[src/rtl/multi_timer.sv]
// N_CH independent down-counting timer channels behind a word-addressed bus slave.
// Each channel: prescaler, one-shot/auto-reload, sticky W1C pending bit, maskable IRQ.
module multi_timer #(
  parameter int N_CH   = 4,
  parameter int CNT_W  = 32,
  parameter int PS_W   = 16,
  parameter int ADDR_W = 5
) (
  input  logic              clk,
  input  logic              reset,
  input  logic [ADDR_W-1:0] Addr,
  input  logic              WE,
  input  logic [3:0]        ByteEn,
  input  logic [31:0]       Din,
  output logic [31:0]       Dout,
  output logic [N_CH-1:0]   IRQ,
  output logic              irq_any
);

  localparam int SEL_W = ADDR_W - 2;

  typedef enum logic [1:0] {
    S_IDLE,
    S_LOAD,
    S_CNT,
    S_INT
  } state_t;

  logic [SEL_W-1:0] ch_sel;
  logic [1:0]       reg_sel;
  logic [31:0]      lane_mask;
  logic [31:0]      din_masked;

  assign ch_sel     = Addr[ADDR_W-1:2];
  assign reg_sel    = Addr[1:0];
  assign lane_mask  = {{8{ByteEn[3]}}, {8{ByteEn[2]}}, {8{ByteEn[1]}}, {8{ByteEn[0]}}};
  assign din_masked = Din & lane_mask;

  state_t            state    [N_CH];
  logic [1:0]        mode     [N_CH];
  logic [CNT_W-1:0]  preset   [N_CH];
  logic [CNT_W-1:0]  count    [N_CH];
  logic [PS_W-1:0]   prescale [N_CH];
  logic [PS_W-1:0]   pscnt    [N_CH];
  logic [N_CH-1:0]   en;
  logic [N_CH-1:0]   im;
  logic [N_CH-1:0]   pending;

  logic [N_CH-1:0]   wr_ctrl;
  logic [N_CH-1:0]   wr_preset;
  logic [N_CH-1:0]   wr_ps;
  logic [N_CH-1:0]   status_clr;
  logic [3:0]        ctrl_wr   [N_CH];
  logic [CNT_W-1:0]  preset_wr [N_CH];
  logic [PS_W-1:0]   ps_wr     [N_CH];

  // Write decode and byte-lane merge against the current register contents
  always_comb begin
    logic [31:0] merged;
    merged     = '0;
    wr_ctrl    = '0;
    wr_preset  = '0;
    wr_ps      = '0;
    status_clr = '0;
    for (int c = 0; c < N_CH; c++) begin
      ctrl_wr[c]   = '0;
      preset_wr[c] = '0;
      ps_wr[c]     = '0;
      if (WE && ch_sel == SEL_W'(c)) begin
        wr_ctrl[c]   = (reg_sel == 2'd0);
        wr_preset[c] = (reg_sel == 2'd1);
        wr_ps[c]     = (reg_sel == 2'd3);
      end
      ctrl_wr[c]   = ByteEn[0] ? Din[3:0] : {im[c], mode[c], en[c]};
      merged       = (32'(preset[c]) & ~lane_mask) | din_masked;
      preset_wr[c] = merged[CNT_W-1:0];
      merged       = (32'(prescale[c]) & ~lane_mask) | din_masked;
      ps_wr[c]     = merged[PS_W-1:0];
    end
    if (WE && ch_sel == SEL_W'(N_CH) && reg_sel == 2'd0)
      status_clr = din_masked[N_CH-1:0];
  end

  // Bus writes first; FSM assignments come later so a pending set or an EN clear wins
  always_ff @(posedge clk or negedge reset) begin
    if (!reset) begin
      en      <= '0;
      im      <= '0;
      pending <= '0;
      for (int c = 0; c < N_CH; c++) begin
        state[c]    <= S_IDLE;
        mode[c]     <= '0;
        preset[c]   <= '0;
        count[c]    <= '0;
        prescale[c] <= '0;
        pscnt[c]    <= '0;
      end
    end else begin
      for (int c = 0; c < N_CH; c++) begin
        if (wr_ctrl[c]) begin
          en[c]   <= ctrl_wr[c][0];
          mode[c] <= ctrl_wr[c][2:1];
          im[c]   <= ctrl_wr[c][3];
        end
        if (wr_preset[c]) preset[c] <= preset_wr[c];
        if (wr_ps[c]) prescale[c] <= ps_wr[c];
        if (status_clr[c]) pending[c] <= 1'b0;

        case (state[c])
          S_IDLE: begin
            if (en[c]) state[c] <= S_LOAD;
          end
          S_LOAD: begin
            count[c] <= preset[c];
            pscnt[c] <= '0;
            state[c] <= S_CNT;
          end
          S_CNT: begin
            if (!en[c]) begin
              state[c] <= S_IDLE;
            end else if (pscnt[c] == prescale[c]) begin
              pscnt[c] <= '0;
              if (count[c] != '0) begin
                count[c] <= count[c] - CNT_W'(1);
              end else begin
                pending[c] <= 1'b1;
                state[c]   <= S_INT;
              end
            end else begin
              pscnt[c] <= pscnt[c] + PS_W'(1);
            end
          end
          default: begin
            if (mode[c] == 2'b01) begin
              state[c] <= S_LOAD;
            end else begin
              en[c]    <= 1'b0;
              state[c] <= S_IDLE;
            end
          end
        endcase
      end
    end
  end

  // Combinational read mux, zero-extended; unmapped addresses read 0
  always_comb begin
    Dout = '0;
    for (int c = 0; c < N_CH; c++) begin
      if (ch_sel == SEL_W'(c)) begin
        case (reg_sel)
          2'd0:    Dout = {28'd0, im[c], mode[c], en[c]};
          2'd1:    Dout = 32'(preset[c]);
          2'd2:    Dout = 32'(count[c]);
          default: Dout = 32'(prescale[c]);
        endcase
      end
    end
    if (ch_sel == SEL_W'(N_CH) && reg_sel == 2'd0)
      Dout = 32'(pending);
  end

  assign IRQ     = pending & im;
  assign irq_any = |IRQ;

endmodule

[config.mk]
export PLATFORM = sky130hd
export DESIGN_NAME = multi_timer
export DESIGN_NICKNAME = d
export VERILOG_FILES = /design/src/rtl/multi_timer.sv
export SDC_FILE = /design/constraint.sdc
export NUM_CORES = 1
export LEC_CHECK = 0
export ABC_CLOCK_PERIOD_IN_PS = 4300
export BUFFER_PORTS_ARGS = -buffer_cell sky130_fd_sc_hd__buf_2
export CORE_MARGIN = 4
export CORE_UTILIZATION = 64
export DETAILED_ROUTE_END_ITERATION = 8
export PLACE_DENSITY = 0.89
export SETUP_SLACK_MARGIN = 0.5
export SKIP_CTS_REPAIR_TIMING = 1
export SYNTH_ARGS = -nofsm -noshare
export SYNTH_HDL_FRONTEND = slang
export SYNTH_SLANG_ARGS = --single-unit
[constraint.sdc]
create_clock -name clk -period 4.3 [get_ports clk]
set_clock_uncertainty 0.05 [all_clocks]
set_input_delay 0.215 -clock clk [delete_from_list [all_inputs] [get_ports clk]]
set_output_delay 0.215 -clock clk [all_outputs]
set_load 0.02 [all_outputs]
==> key figures <==
Run status
  – Status: finished, final reports clean

Route
  – Post-DR wirelength/cell: 27.99 µm
  – Vias per cell: 7.405
  – Antenna Nets Post-Route: 0
  – Vias: 21.88k
  – # DRC: 0
  – DRT Pass-1 Iters: 8
  – Initial DRC Count: roughly 3.3k
  – Final Routed Wirelength: 82.70 mm

Timing
  – Setup TNS Final: 0 ns
  – Slew Viols, Final: 0
  – RSZ-0062 raised after global routing: false
  – FMAX: 0.2821 GHz
  – Min cycle time layout: 3.544 ns
  – Period utilization: 0.8243
  – Fin. Hold Viols: 0
  – Worst-Margin Slew: 1.073 ns
  – Slew headroom: 0.2847
  – Setup violators final: 0

Logic synthesis
  – Post-synth EDFFs: 0
  – Average size of a mapped cell: 9.637 µm²
  – Flops & latches, synth: 412
  – Yosys warns: 0
  – Synth async-reset ratio: 1.000
  – Register area share after synthesis: 0.4419
  – Post-Syn Nets: 2473
  – Syn Inst Count: roughly 2.4k
  – Main synth FF type: dfrtp_1
  – Synth Cell Area: 0.02333 mm²
  – Netlist cell types: between 80 and 90

Place
  – # port buffers: 80
  – DP Cell Count: 2858
  – GPL Wtd Cong: 1.028
  – Post-DP HPWL: between 50 and 60 mm

Final layout
  – Filler cells: 2603
  – Commonest non-fill, non-tap cell in the layout: dfrtp_1
  – NumNets Final: 2511
  – Register area: between 0.01 and 0.015 mm²
  – Syn-to-layout area delta: 11.08%
  – Non-Filler Instances: 2955
  – Multi-input gate area: 0.01230 mm²
  – Layout cell share with drive strength beyond 1: 0.2018
  – Most frequent cells in the layout: dfrtp_1, mux2_2, nor2_1, nand2_1, a21oi_1

Global routing
  – GRT met1 Usage: 0.5720
  – Routing usage on met3: 0.09062
  – Overall Global Routing Usage: 0.4157
  – Total grt overflow: 0
  – Number of global-route vias before repair: around 21k
  – Global-route wire length before repair: roughly 130 mm
  – Busiest grt layer: met2
  – Largest net degree at the start of global routing: 99
  – Met2 usage: 0.6192
  – Initial antenna violation count: 2

Floorplan
  – Die ar.: 0.03958 mm²
  – DIE WIDTH: just under 200 µm
  – CORE AREA: ~0.036 mm²
  – I/O pin total: 81
  – Die Y-Extent: 198.9 µm
  – Site Rows: about 70
  – Starting Density: 0.6528

Setup path
  – R2r endpoint: count[92]
  – Max FO, Critical Path: 14
  – Worst endpoint data arrival time: 3.94 ns
  – Peak per-stage delay on the critical path: approximately 0.65 ns
  – WS Path Type: flop to flop
  – CP endpoint: count[92]
  – Startpoint types: flop
  – Internal reg-to-reg setup slack: 0.76 ns
  – CP cell instances: inv_1 > ha_1 > or4b_1 > nor4_1 > nand4bb_1 > and3_1 > nor2_2 > nor2_1 > o22a_1
  – Crit path from: count[64]
  – CP Capture Type: flop
  – CP required: 4.70 ns
  – Reg2reg start: count[64]
  – Crit-path slowest cell: or4b_1
  – Reg2Reg Depth: 9

Power and ir drop
  – Power Total: roughly 14 mW
  – PwrDens: about 540 mW/mm²
  – Peak supply drop: around 390 µV
  – Lkg Pwr: 11.07 nW

Clocking
  – Num CTS Buffers: 45
  – Root buffer cell: clkbuf_16
  – Clock Path Buffers: 3
  – Htree depth: 2
  – Clock-pin slew on the worst setup and hold paths: 0.06 ns
  – Clk_lat worst skew: between 0.5 and 0.6 ns
  – Clock sink count: a little over 400
  – CTS tree: built

Hold path
  – Hold crit path type: input port to flop

Run
  – Max Cap Viol: 0
final cells by class:
class / instances / area share
multi-input combinational: 1816 / 0.4746
sequential: 412 / 0.3978
clock buffer: 69 / 0.05320
timing repair buffer: 143 / 0.03891
tap: 461 / 0.02225
clock inverter: 11 / 0.007096
inverter: 41 / 0.005938
antenna: 2 / 0.0001931
synthesized netlist by cell type (all sizes together), types with 28 or more instances:
library cell / count / area [µm²]
a21oi: 181 / 980.9
a221oi: 84 / 735.7
a22oi: 39 / 292.8
buf: 29 / 143.9
clkbuf: 123 / 461.7
dfrtp: 412 / 10310
inv: 39 / 146.4
mux2: 255 / 2872
nand2: 178 / 668.1
nand2b: 28 / 175.2
nand3: 62 / 310.3
nand4: 41 / 262.8
nor2: 239 / 899.6
nor3: 70 / 355.3
nor4: 55 / 350.3
o21ai: 122 / 610.6
o22ai: 48 / 300.3
xnor2: 44 / 385.4
xor2: 58 / 508.0
critical path, delay by kind of cell (launching register included):
kind                     cells  cell delay (ns)
buffers and inverters        1             0.10
AO/OA/AOI/OAI                1             0.19
adder cells (fa/ha/maj)      1             0.21
flip-flops                   1             0.42
AND/OR/NAND/NOR              6             2.45
power by group:
group / switching (mW) / leakage [nW] / total (mW) / internal, mW
combinational: 2.23 / 4.95 / 3.74 / 1.52
sequential: 1.42 / 5.36 / 6.18 / 4.77
clock: 1.64 / 0.772 / 4.14 / 2.50
total: 5.29 / 11.1 / 14.1 / 8.78
cells by family (layout without fill, tap and decap cells):
kind of cell | after synthesis | after routing | synth area share
fa+ha+maj | 8 | 8 | 0.004290
other cells | 0 | 2 | 0
flops | 412 | 412 | 0.4419
compound gates | 614 | 614 | 0.1737
simple gates | 808 | 808 | 0.1706
mux | 284 | 284 | 0.1387
xor+xnor | 102 | 102 | 0.03829
buf+inv | 193 | 264 | 0.03255
stage by stage:
| step | setup slack (ns) | utilization | cell area (µm²) | hold slack [ns] |
|---|---|---|---|---|
| detailed placement | 0.6611 | 0.6769 | 24190 | 0.2653 |
| CTS | 0.6611 | 0.7206 | 25760 | -0.3124 |
| floorplan | 1.516 | - | 23330 | -0.1306 |
| finish | 0.7556 | 0.7252 | 25920 | 0.04802 |
| global route | 0.5741 | 0.7250 | 25910 | 0.01472 |
| global placement | 0.8432 | 0.6769 | 24190 | 0.2535 |
worst min path at each step:
| stage | from | endpoint | slack (ns) | cells after the start |
|---|---|---|---|---|
| floorplan | reset | asynchronous set/reset pin | -0.13 | 0 |
| global placement | reset | pscnt[45] | 0.25 | 1 |
| detailed placement | reset | pscnt[45] | 0.27 | 1 |
| CTS | reset | pscnt[45] | -0.31 | 1 |
| global route | Din[18] | flop | 0.01 | 2 |
| finish | Din[18] | flop | 0.05 | 2 |
metal layers:
metal,vias to the layer above,wire length [µm]
met1,10640,31050
met4,2,5955
met2,1684,36020
li1,9127,-
met3,426,9664
met5,-,12
(Power assumes the default switching activity.)
